[config.mk]
export PLATFORM = sky130hd
export DESIGN_NAME = axis_bus_arbiter
export DESIGN_NICKNAME = d
export VERILOG_FILES = /design/src/rtl/axis_bus_pkg.sv /design/src/rtl/axis_bus_arbiter_rr_pick.sv /design/src/rtl/axis_bus_arbiter.sv
export SDC_FILE = /design/constraint.sdc
export NUM_CORES = 1
export LEC_CHECK = 0
export ABC_CLOCK_PERIOD_IN_PS = 6300
export BUFFER_PORTS_ARGS = -buffer_cell sky130_fd_sc_hd__buf_2
export CORE_UTILIZATION = 26
export CTS_BUF_LIST = sky130_fd_sc_hd__clkbuf_4 sky130_fd_sc_hd__clkbuf_8 sky130_fd_sc_hd__clkbuf_16
export DETAILED_ROUTE_END_ITERATION = 10
export HOLD_SLACK_MARGIN = 0.05
export PLACE_DENSITY = 0.65
export SYNTH_ARGS = -nofsm -noshare
export SYNTH_HDL_FRONTEND = slang
export SYNTH_SLANG_ARGS = --single-unit
[constraint.sdc]
create_clock -name clk -period 6.3 [get_ports clk]
set_clock_uncertainty 0.15 [all_clocks]
set_input_delay 0.315 -clock clk [delete_from_list [all_inputs] [get_ports clk]]
set_output_delay 0.315 -clock clk [all_outputs]
set_load 0.01 [all_outputs]
[src/rtl/axis_bus_pkg.sv]
// Shared constants, select codes and arbiter state type for the AXI-Stream
// channel arbiter and the tready demux that decodes its bus_sel code.
package axis_bus_pkg;

  localparam int unsigned N_CH  = 6;
  localparam int unsigned IDX_W = 3;

  localparam logic [7:0] CHOOSE_FIFO_BASE = 8'd128;
  localparam logic [7:0] NON_FIFO_CHOOSE  = 8'd0;

  typedef enum logic {
    IDLE = 1'b0,
    LOCK = 1'b1
  } state_t;

endpackage

[src/rtl/axis_bus_arbiter_rr_pick.sv]
// Combinational round-robin picker: first requesting channel after 'last',
// wrapping from N_CH-1 back to 0.
module rr_pick
  import axis_bus_pkg::*;
(
  input  logic [N_CH-1:0]  req,
  input  logic [IDX_W-1:0] last,
  output logic [IDX_W-1:0] gnt_idx,
  output logic             any
);

  logic [IDX_W-1:0] w_idx;

  // Walk from the farthest candidate to the nearest so the nearest wins.
  always_comb begin
    gnt_idx = '0;
    any     = 1'b0;
    w_idx   = '0;
    for (int k = N_CH; k >= 1; k--) begin
      w_idx = IDX_W'((32'(last) + 32'(k)) % N_CH);
      if (req[w_idx]) begin
        gnt_idx = w_idx;
        any     = 1'b1;
      end
    end
  end

endmodule

[src/rtl/axis_bus_arbiter.sv]
// Packet-locked round-robin arbiter of six AXI-Stream sources onto one output,
// with bus_sel code for the tready demux. ARB_TIMEOUT_EN adds an idle timeout.
module axis_bus_arbiter
  import axis_bus_pkg::*;
#(
  parameter int unsigned DATA_W   = 32,
  parameter int unsigned SEL_BASE = 32'(CHOOSE_FIFO_BASE)
`ifdef ARB_TIMEOUT_EN
  , parameter int unsigned TIMEOUT = 255
`endif
) (
  input  logic                     clk,
  input  logic                     rst,
  input  logic [N_CH-1:0]          s_tvalid,
  input  logic [N_CH-1:0]          s_tlast,
  input  logic [N_CH*DATA_W-1:0]   s_tdata,
  output logic [N_CH-1:0]          s_tready,
  output logic                     m_tvalid,
  output logic                     m_tlast,
  output logic [DATA_W-1:0]        m_tdata,
  input  logic                     m_tready,
  output logic [7:0]               bus_sel
`ifdef ARB_TIMEOUT_EN
  , output logic                   timeout_flag
`endif
);

  state_t           r_state, w_state_nxt;
  logic [IDX_W-1:0] r_grant, w_grant_nxt;
  logic [IDX_W-1:0] r_last_grant, w_last_grant_nxt;
  logic [7:0]       r_bus_sel, w_bus_sel_nxt;
  logic [IDX_W-1:0] w_pick_idx;
  logic             w_pick_any;
  logic             w_g_valid;
  logic [DATA_W-1:0] w_lane [N_CH];

`ifdef ARB_TIMEOUT_EN
  localparam int unsigned CNT_W = ($clog2(TIMEOUT + 1) > 8) ? $clog2(TIMEOUT + 1) : 8;
  logic [CNT_W-1:0] r_idle_cnt, w_idle_cnt_nxt;
  logic             r_timeout_flag, w_timeout_nxt;
`endif

  for (genvar gi = 0; gi < N_CH; gi++) begin : g_lane
    assign w_lane[gi] = s_tdata[gi*DATA_W +: DATA_W];
  end

  rr_pick u_pick (
    .req     (s_tvalid),
    .last    (r_last_grant),
    .gnt_idx (w_pick_idx),
    .any     (w_pick_any)
  );

  assign w_g_valid = s_tvalid[r_grant];

  // Next-state and zero-latency forward mux; outputs forced low during reset.
  always_comb begin
    w_state_nxt      = r_state;
    w_grant_nxt      = r_grant;
    w_last_grant_nxt = r_last_grant;
    w_bus_sel_nxt    = r_bus_sel;
    s_tready         = '0;
    m_tvalid         = 1'b0;
    m_tlast          = 1'b0;
    m_tdata          = '0;
`ifdef ARB_TIMEOUT_EN
    w_idle_cnt_nxt   = r_idle_cnt;
    w_timeout_nxt    = r_timeout_flag;
`endif
    case (r_state)
      IDLE: begin
        w_bus_sel_nxt = NON_FIFO_CHOOSE;
        if (w_pick_any) begin
          w_grant_nxt   = w_pick_idx;
          w_bus_sel_nxt = 8'(SEL_BASE + 32'(w_pick_idx));
          w_state_nxt   = LOCK;
`ifdef ARB_TIMEOUT_EN
          w_idle_cnt_nxt = '0;
`endif
        end
      end
      LOCK: begin
        if (!rst) begin
          m_tvalid          = w_g_valid;
          m_tlast           = s_tlast[r_grant];
          m_tdata           = w_lane[r_grant];
          s_tready[r_grant] = m_tready;
        end
        if (w_g_valid && m_tready && s_tlast[r_grant]) begin
          w_last_grant_nxt = r_grant;
          w_bus_sel_nxt    = NON_FIFO_CHOOSE;
          w_state_nxt      = IDLE;
        end
`ifdef ARB_TIMEOUT_EN
        if (w_g_valid) begin
          w_idle_cnt_nxt = '0;
        end else if (r_idle_cnt == CNT_W'(TIMEOUT - 1)) begin
          w_last_grant_nxt = r_grant;
          w_bus_sel_nxt    = NON_FIFO_CHOOSE;
          w_state_nxt      = IDLE;
          w_timeout_nxt    = 1'b1;
          w_idle_cnt_nxt   = '0;
        end else begin
          w_idle_cnt_nxt = r_idle_cnt + CNT_W'(1);
        end
`endif
      end
      default: w_state_nxt = IDLE;
    endcase
  end

  // last_grant resets to the top channel so channel 0 wins first.
  always_ff @(posedge clk) begin
    if (rst) begin
      r_state      <= IDLE;
      r_grant      <= '0;
      r_last_grant <= IDX_W'(N_CH - 1);
      r_bus_sel    <= NON_FIFO_CHOOSE;
`ifdef ARB_TIMEOUT_EN
      r_idle_cnt     <= '0;
      r_timeout_flag <= 1'b0;
`endif
    end else begin
      r_state      <= w_state_nxt;
      r_grant      <= w_grant_nxt;
      r_last_grant <= w_last_grant_nxt;
      r_bus_sel    <= w_bus_sel_nxt;
`ifdef ARB_TIMEOUT_EN
      r_idle_cnt     <= w_idle_cnt_nxt;
      r_timeout_flag <= w_timeout_nxt;
`endif
    end
  end

  assign bus_sel = r_bus_sel;
`ifdef ARB_TIMEOUT_EN
  assign timeout_flag = r_timeout_flag;
`endif

endmodule

==> results.yml, run 1 <==
outcome:
  status: "completed"
placement:
  portBuffers: 250
  place.gp.congestion: 0.938
  place_inst: 862
  dp_hpwl_um: 10700
  place_area_um2: 4740
  pre_cts_slack_ns: 2.05
detailed_routing:
  vias_per_cell: 5.18
  antenna_left: 0
  wl_um: 13800
  drt-initial-drc-count: 324
  drt_pass1_iterations: 7
  wl_per_cell_um: 15.9
  vias: 4492
  drc: 0
clock_tree:
  cts_resized: 0
  cts_hold_buf: 0
  clockBufferDepth: 2
  clk_pin_slew_ns: 0.04
  cts_setup_buffers: 0
  cts_tree: "done"
  clkLatencyLatePin_ns: 0.24
  numCtsBuffers: 3
  clock-sinks: 11
  clk_root_buffer_cell: "clkbuf_16"
  htreeDepth: 1
pwr:
  power.density_nw_per_um2: 149
  irDropWorstVdd_uv: 84.5
  leakagePower_uw: 0.00224
synthesis:
  synth-xor-area-share_pct: 0.514
  synthSimpleGateAreaFrac_pct: 19.6
  synth_area_per_cell_um2: 7.15
  ys_ff_latch: 11
  synth_flop_cell: "dfxtp_1"
  synth_edf_count: 0
  synth_cell_types: 66
  synthMuxAreaShare_pct: 25.1
  yosys_warnings: 0
  synth_most_common_cell: "nor2_1"
  synth_top_family_by_area: "compound AO/OA/AOI/OAI gates"
  syn_area_um2: 3410
  yosys.area.top_type_share_pct: 12.9
  synth_area_leaders: "mux2i_1 (13%), mux2_2 (11%), nor2_1 (8.4%), dfxtp_1 (6.5%), a21oi_1 (6.3%)"
  synthAdderAreaFrac_pct: 5.14
  synth_top_area_cell: "mux2i_1"
  synthArstFlopShare_pct: 0
  ys_seq_area_share_pct: 6.46
  yosys-top-cells-count: "nor2_1 (76), mux2i_1 (44), a21oi_1 (43), mux2_2 (33), a22oi_1 (28)"
  synth_compound_gate_area_share_pct: 35.7
  syn_inst: 477
grt:
  grt-ovfl-total: 0
  grt_pass1_wl_um: 19900
  antenna_found_initial: 0
  grt_usage_pct: 18.5
  grt_max_degree: 76
  grt_pass1_vias: 3965
timing:
  setup_viol: 0
  post-route-min-period_ns: 4.28
  drv_slew: 0
  rsz0062_at_grt: "false"
  timing.final.ws_setup_ns: 2.02
  setup_tns_ns: 0
  max_freq_mhz: 233
  worst_slew_pin_slew_ns: 1.06
  final.period_utilization_pct: 68.0
  hold_viol_final: 0
  slew_headroom_pct: 29.1
die:
  design.core.area_um2: 12700
  die_y_um: 117
  die_area_um2: 13600
  die-width_um: 117
  io_pins: 255
  start_util_pct: 26.8
  rows: 41
run:
  maxCapViolCount: 0
cells_and_area:
  fin_cells: 867
  design_area_um2: 4820
  drive_gt1_share_pct: 43.8
  syn_to_final_growth_pct: 41.4
  finalNetCount: 916
worst_setup_path:
  cp_data_required_time_ns: 6.32
  start_kind: "flip-flop"
  r2r_cells: 12
  crit_start: "r_last_grant[0]$_SDFFE_PP1P_"
  r2r-end: "r_grant[1]$_SDFFE_PP0P_"
  crit_type: "reg -> reg"
  r2r-start: "r_last_grant[0]$_SDFFE_PP1P_"
  arrival_ns: 4.31
  crit_fanout: 21
  cp-end-kind: "flip-flop"
  rrSetupSlack_ns: 2.02
hold_path:
  holdCritPathClass: "in -> reg"
  hold_depth: 2
  hold_end: "r_last_grant[1]$_SDFFE_PP0P_"
  hold_start: "rst"
-- power breakdown --
group / switching [uW] / internal (uW) / total, uW
Sequential: 24.0 / 78.2 / 102
Clock: 29.1 / 89.0 / 118
Combinational: 263 / 235 / 499
Total: 317 / 403 / 719
-- critical path: stages (launching register included) --
cell	delay, ns
dfxtp_1	0.82
ha_1	0.38
xor2_1	0.32
inv_2	0.10
ha_1	0.30
or4b_4	0.54
and3_4	0.21
a32o_1	0.23
o41ai_1	0.37
a32oi_1	0.10
o32a_1	0.29
a211o_1	0.33
nand2_1	0.07
-- placed cells by master (no fill, tap or decap), types with 4 or more instances in the layout --
cell / instances
buf_2: 250
nor2_1: 76
mux2i_1: 44
a21oi_1: 43
mux2_2: 33
a22oi_1: 28
o22a_1: 24
a211oi_1: 18
nand2_1: 17
inv_1: 14
ha_1: 14
nand3_1: 13
dfxtp_1: 8
nor2b_1: 7
a211o_1: 6
a21o_1: 4
nor3_1: 4
nand2b_1: 4
o21ai_0: 4
a31oi_1: 4
conb_1: 4
buf_4: 4
-- worst max-delay path by stage --
stage	to	depth (start not counted)	slack, ns
floorplan	bus_sel[1]$_SDFFE_PP0P_	12	2.71
global placement	r_grant[1]$_SDFFE_PP0P_	12	2.13
detailed placement	r_grant[1]$_SDFFE_PP0P_	12	2.05
CTS	r_grant[1]$_SDFFE_PP0P_	12	2.03
global route	bus_sel[0]$_SDFFE_PP0P_	12	1.74
finish	r_grant[1]$_SDFFE_PP0P_	12	2.02
-- metal layers --
metal	global-route usage [%]	wire length (um)	vias to the layer above
met5	0	0	-
met4	2.56	51	0
met3	1.35	829	6
met2	30.6	6560	215
met1	26.7	6340	2031
li1	-	-	2240
-- area by class of cell --
type	count	area (um^2)
Multi-Input combinational cell	409	2950
Tap cell	172	215
Clock buffer	4	82.6
Antenna cell	1	2.50
Fill cell	1412	7900
Inverter	16	60.1
Timing Repair Buffer	254	1280
Sequential cell	11	226
-- per-stage QoR --
stage	total power [uW]	hold WS, ns	utilization [%]
5_1_grt	776	0.301	37.9
3_5_place_dp	601	0.305	37.2
6_report	719	0.261	37.9
4_1_cts	723	0.257	37.9
3_3_place_gp	600	0.303	37.2
2_1_floorplan	438	0.331	-
-- state kept, by name, summed over array words and instances, names as in the netlist --
| signal | cells |
|---|---|
| r_last_grant | 3 |
| r_state | 1 |
| r_grant | 3 |
| bus_sel | 4 |
-- logic make-up (layout without fill, tap and decap cells) --
logic type,Yosys count,after routing
AO/OA/AOI/OAI,168,168
XOR/XNOR,2,2
adder cells (fa/ha/maj),14,14
buffers and inverters,60,274
flip-flops,11,11
multiplexers,79,79
other,1,5
AND/OR/NAND/NOR,142,142
Power figures use the tool's default switching activity.
==> run 2, diff against run 1 <==
- ABC_AREA: default -> 1
- ABC_CLOCK_PERIOD_IN_PS: 6300 -> 3700
- PLACE_DENSITY: 0.65 -> 0.7
- clock period: 6.3 -> 3.7 ns (I/O delays scaled with it)
==> results.yml, run 2 <==
timing:
  post-route-min-period_ns: 3.16
  rsz0062_at_grt: "false"
  setup_tns_ns: 0
  setup_viol: 0
  max_freq_mhz: 316
  final.period_utilization_pct: 85.4
  hold_viol_final: 0
  timing.final.ws_setup_ns: 0.539
  drv_slew: 0
  worst_slew_pin_slew_ns: 0.548
  slew_headroom_pct: 63.1
synthesis:
  synth-xor-area-share_pct: 0.547
  synthSimpleGateAreaFrac_pct: 48.2
  yosys.area.top_type_share_pct: 19.8
  synthMuxAreaShare_pct: 0
  synth_top_family_by_area: "simple AND/OR/NAND/NOR gates"
  yosys-top-cells-count: "nor2_1 (157), nand2_1 (140), o21ai_0 (73), inv_1 (35), a41oi_1 (31)"
  synth_flop_cell: "dfxtp_1"
  synthArstFlopShare_pct: 0
  synth_compound_gate_area_share_pct: 27.2
  syn_inst: 589
  synth_cell_types: 37
  synth_edf_count: 0
  synthAdderAreaFrac_pct: 5.89
  ys_ff_latch: 11
  ys_seq_area_share_pct: 7.40
  synth_area_leaders: "nor2_1 (20%), nand2_1 (18%), o21ai_0 (12%), a41oi_1 (9.1%), dfxtp_1 (7.4%)"
  yosys_warnings: 0
  synth_area_per_cell_um2: 5.05
  synth_most_common_cell: "nor2_1"
  syn_area_um2: 2980
  synth_top_area_cell: "nor2_1"
hold_path:
  hold_end: "bus_sel[2]$_SDFFE_PP0P_"
  holdCritPathClass: "in -> reg"
  hold_depth: 2
  hold_start: "rst"
detailed_routing:
  vias_per_cell: 5.04
  drt_pass1_iterations: 5
  drt-initial-drc-count: 501
  antenna_left: 0
  drc: 0
  vias: 4848
  wl_um: 14500
  wl_per_cell_um: 15.0
clock_tree:
  cts_tree: "done"
  cts_setup_buffers: 0
  htreeDepth: 1
  clock-sinks: 11
  clkLatencyLatePin_ns: 0.24
  numCtsBuffers: 3
  clk_root_buffer_cell: "clkbuf_16"
  cts_hold_buf: 0
  cts_resized: 0
  clockBufferDepth: 2
  clk_pin_slew_ns: 0.04
placement:
  dp_hpwl_um: 11600
  place.gp.congestion: 0.937
  pre_cts_slack_ns: 0.586
  portBuffers: 250
worst_setup_path:
  crit_type: "reg -> reg"
  rrSetupSlack_ns: 0.54
  arrival_ns: 3.18
  cp_data_required_time_ns: 3.72
  r2r-end: "r_grant[0]$_SDFFE_PP0P_"
  cp-end-kind: "flip-flop"
  r2r_cells: 20
  cpMostUsedCell: "nand2_1"
  crit_slowest_cell: "dfxtp_1"
  max_stage_delay_ns: 0.51
  crit_chain: "inv_1 > ha_1 > a21oi_2 > inv_1 > ha_1 > nor2_1 > nand2_1 > nand2_1 > nand2_1 > nand2_2 > nand2_1 > nand2_1 > nand3_2 > nand2_2 > nor2_2 > nand2_2 > nand2_4 > nor2_1 > nand2_1 > a21oi_1"
  start_kind: "flip-flop"
  r2r-start: "r_last_grant[1]$_SDFFE_PP0P_"
  crit_fanout: 10
die:
  io_pins: 255
  die_area_um2: 11900
  die_y_um: 109
  start_util_pct: 27.1
  die-width_um: 109
  rows: 38
  design.core.area_um2: 11000
pwr:
  power.density_nw_per_um2: 444
  irDropWorstVdd_uv: 200
  leakagePower_uw: 0.00244
  finalPower_uw: 1960
outcome:
  status: "completed"
grt:
  grt_pass1_wl_um: 21000
  grt_max_degree: 59
  grt_pass1_vias: 4318
  antenna_found_initial: 3
  grt-ovfl-total: 0
  grt_usage_pct: 22.8
cells_and_area:
  n_fill_cell: 1260
  largest_reg_flops: 4
  drive_gt1_share_pct: 34.7
  finalNetCount: 1040
  utilization_pct: 40.3
  syn_to_final_growth_pct: 48.7
  layout_common_cells: "buf_2 (250), nor2_1 (155), nand2_1 (140), o21ai_0 (73), inv_1 (35)"
  final_common_cell: "buf_2"
run:
  maxCapViolCount: 0
==> run 2: cell types whose count changed after synthesis, moves of 16 or more <==
| cell | delta |
|---|---|
| a211oi_1 | -18 |
| nor2_1 | +81 |
| o22a_1 | -24 |
| a41oi_1 | +31 |
| nand2_1 | +123 |
| a21oi_1 | -28 |
| o21ai_0 | +69 |
| inv_1 | +21 |
| nand3_1 | +16 |
| mux2_2 | -33 |
| mux2i_1 | -44 |
| a22oi_1 | -28 |
==> run 2: cell families after synthesis <==
family,count (synthesis)
flip-flops,11
XOR/XNOR,1
adder cells (fa/ha/maj),14
AO/OA/AOI/OAI,133
other,1
AND/OR/NAND/NOR,351
buffers and inverters,78
==> run 2: power by group <==
group / internal [uW] / leakage [uW] / switching (uW)
registers: 148 / 0.0000907 / 55.8
clock network: 143 / 0.0000409 / 59.1
logic: 524 / 0.00231 / 1030
==> run 2: worst max-delay path by stage <==
| stage | startpoint | to | slack (ns) |
|---|---|---|---|
| 2_1_floorplan | r_last_grant[1]$_SDFFE_PP0P_ | bus_sel[0]$_SDFFE_PP0P_ | 0.95 |
| 3_3_place_gp | r_last_grant[1]$_SDFFE_PP0P_ | r_grant[1]$_SDFFE_PP0P_ | 0.67 |
| 3_5_place_dp | r_last_grant[1]$_SDFFE_PP0P_ | r_grant[0]$_SDFFE_PP0P_ | 0.59 |
| 4_1_cts | r_last_grant[1]$_SDFFE_PP0P_ | r_grant[0]$_SDFFE_PP0P_ | 0.57 |
| 5_1_grt | r_last_grant[1]$_SDFFE_PP0P_ | bus_sel[0]$_SDFFE_PP0P_ | 0.15 |
| 6_report | r_last_grant[1]$_SDFFE_PP0P_ | r_grant[0]$_SDFFE_PP0P_ | 0.54 |
==> run 2: final cells by class <==
class	count	area [um^2]	share of cell area [%]
Sequential cell	11	221	5.01
Multi-Input combinational cell	503	2470	55.8
Tap cell	140	175	3.96
Antenna cell	4	10.0	0.226
Timing Repair Buffer	258	1310	29.6
Clock buffer	3	75.1	1.70
Inverter	42	158	3.56
Clock inverter	1	5.00	0.113
==> run 2: per-stage QoR <==
step	instance area (um^2)	instances	hold WS (ns)
global route	4410	958	0.0977
detailed placement	4330	954	0.314
global placement	4330	954	0.310
floorplan	2990	592	0.317
CTS	4410	958	0.0818
finish	4420	962	0.0866
==> run 2: routing by layer <==
layer,global-route usage [%],share of wire [%],up-vias
met3,5.20,12,31
met2,38.9,47,277
met1,28.0,39,2121
met5,0,0.069,-
li1,-,-,2417
met4,7.14,2.3,2
==> run 2: worst max-delay path, delay by kind of cell (launching register included) <==
family / cells / cell delay, ns
flip-flops: 1 / 0.51
buffers and inverters: 2 / 0.31
adder cells (fa/ha/maj): 2 / 0.60
AO/OA/AOI/OAI: 2 / 0.33
AND/OR/NAND/NOR: 14 / 1.15
==> run 3, diff against run 2 <==
- ABC_CLOCK_PERIOD_IN_PS: 3700 -> 3800
- PLACE_DENSITY: 0.7 -> 0.67
- TNS_END_PERCENT: default -> 10
- clock period: 3.7 -> 3.8 ns (I/O delays scaled with it)
==> results.yml, run 3 (synthesis results as in run 2) <==
grt:
  busiest_layer: "met2"
  antenna_found_initial: 0
  grt_usage_pct: 21.3
  grtUsageMet3_pct: 3.23
  grt-ovfl-total: 0
  grt_max_degree: 62
  grt_pass1_wl_um: 19900
  grtUsageMet1_pct: 27.0
  gr-usage-met2_pct: 37.3
  grt_pass1_vias: 4158
worst_setup_path:
  cp_data_required_time_ns: 3.82
  start_kind: "flip-flop"
  crit_fanout: 10
  r2r-end: "bus_sel[0]$_SDFFE_PP0P_"
  cp-end-kind: "flip-flop"
  crit_type: "reg -> reg"
  r2r-start: "r_last_grant[1]$_SDFFE_PP0P_"
  r2r_cells: 18
  arrival_ns: 3.20
  rrSetupSlack_ns: 0.62
cells_and_area:
  finalNetCount: 1039
  largest_reg_flops: 4
  layout_common_cells: "buf_2 (250), nor2_1 (155), nand2_1 (140), o21ai_0 (73), inv_1 (35)"
  final_common_cell: "buf_2"
  drive_gt1_share_pct: 34.6
  syn_to_final_growth_pct: 47.9
  utilization_pct: 40.1
  n_fill_cell: 1246
timing:
  timing.final.ws_setup_ns: 0.624
  slew_headroom_pct: 56.5
  max_freq_mhz: 315
  setup_tns_ns: 0
  drv_slew: 0
  hold_slack_ns: 0.0857
  post-route-min-period_ns: 3.18
  hold_viol_final: 0
  rsz0062_at_grt: "false"
  worst_slew_pin_slew_ns: 0.652
  setup_viol: 0
  final.period_utilization_pct: 83.6
clock_tree:
  clk_pin_slew_ns: 0.04
  clockBufferDepth: 2
  clock-sinks: 11
  cts_resized: 0
  cts_tree: "done"
  htreeDepth: 1
  numCtsBuffers: 3
  cts_hold_buf: 0
  cts_setup_buffers: 0
  clk_root_buffer_cell: "clkbuf_16"
  clkLatencyLatePin_ns: 0.24
detailed_routing:
  drt_pass1_iterations: 5
  wl_um: 13700
  vias_per_cell: 5.00
  antenna_left: 0
  drc: 0
  wl_per_cell_um: 14.3
  vias: 4798
  drt-initial-drc-count: 359
die:
  rows: 38
  die_y_um: 109
  start_util_pct: 27.1
  io_pins: 255
  die_area_um2: 11900
  design.core.area_um2: 11000
  die-width_um: 109
run:
  maxCapViolCount: 0
placement:
  place.gp.congestion: 0.901
  portBuffers: 250
  pre_cts_slack_ns: 0.672
  dp_hpwl_um: 11000
pwr:
  finalPower_uw: 1880
  irDropWorstVdd_uv: 151
  leakagePower_uw: 0.00243
  power.density_nw_per_um2: 428
hold_path:
  hold_end: "r_grant[0]$_SDFFE_PP0P_"
  hold_depth: 2
  holdCritPathClass: "in -> reg"
  hold_start: "rst"
outcome:
  status: "completed"
## run 3: per-layer routing
| layer | vias up | wire length (um) | part of all wire, % |
|---|---|---|---|
| met4 | 0 | 233 | 1.7 |
| met1 | 2113 | 5430 | 40 |
| met2 | 254 | 6640 | 48 |
| met5 | - | 0 | 0 |
| li1 | 2412 | - | - |
| met3 | 19 | 1440 | 10 |
## run 3: area by class of cell
cell class                 instances  area (um^2)  area share [%]
antenna                            2         5.00           0.114
clock buffer                       3         75.1            1.71
clock inverter                     1         5.00           0.114
inverter                          42          158            3.58
multi-input combinational        503         2460            55.8
sequential                        11          221            5.03
tap                              140          175            3.98
timing repair buffer             257         1300            29.6
## run 3: critical path, cell delays in order (launching register included)
cell and delay [ns]:
dfxtp_1 0.52, inv_1 0.22, ha_1 0.29, a21oi_2 0.22
inv_1 0.09, ha_1 0.30, nor2_1 0.12, nand2_1 0.06
nand2_1 0.08, nand3_1 0.11, nand2_1 0.12, nand4_2 0.13
nand2_2 0.16, nor2_2 0.05, nand2_2 0.08, nand2_4 0.08
nor2_1 0.11, nand2_1 0.08, a21oi_1 0.13
## run 3: report_power, final
part           leakage, uW  internal [uW]  total, uW  switching [uW]
Combinational      0.00230            504       1480             980
Sequential       0.0000907            144        204            59.7
Clock            0.0000409            140        195            55.2
Total              0.00243            788       1880            1090
## run 3: worst max path at each step
stage / startpoint / endpoint / slack [ns] / depth (start not counted)
2_1_floorplan: r_last_grant[1]$_SDFFE_PP0P_ / bus_sel[0]$_SDFFE_PP0P_ / 1.05 / 19
3_3_place_gp: r_last_grant[0]$_SDFFE_PP1P_ / r_grant[1]$_SDFFE_PP0P_ / 0.76 / 18
3_5_place_dp: r_last_grant[1]$_SDFFE_PP0P_ / bus_sel[1]$_SDFFE_PP0P_ / 0.67 / 19
4_1_cts: r_last_grant[1]$_SDFFE_PP0P_ / bus_sel[1]$_SDFFE_PP0P_ / 0.65 / 19
5_1_grt: r_last_grant[1]$_SDFFE_PP0P_ / bus_sel[0]$_SDFFE_PP0P_ / 0.29 / 20
6_report: r_last_grant[1]$_SDFFE_PP0P_ / bus_sel[0]$_SDFFE_PP0P_ / 0.62 / 18
## run 3: stage by stage
step	instances	cell area [um^2]
4_1_cts	957	4400
3_3_place_gp	953	4320
2_1_floorplan	592	2990
5_1_grt	957	4400
6_report	959	4400
3_5_place_dp	953	4320
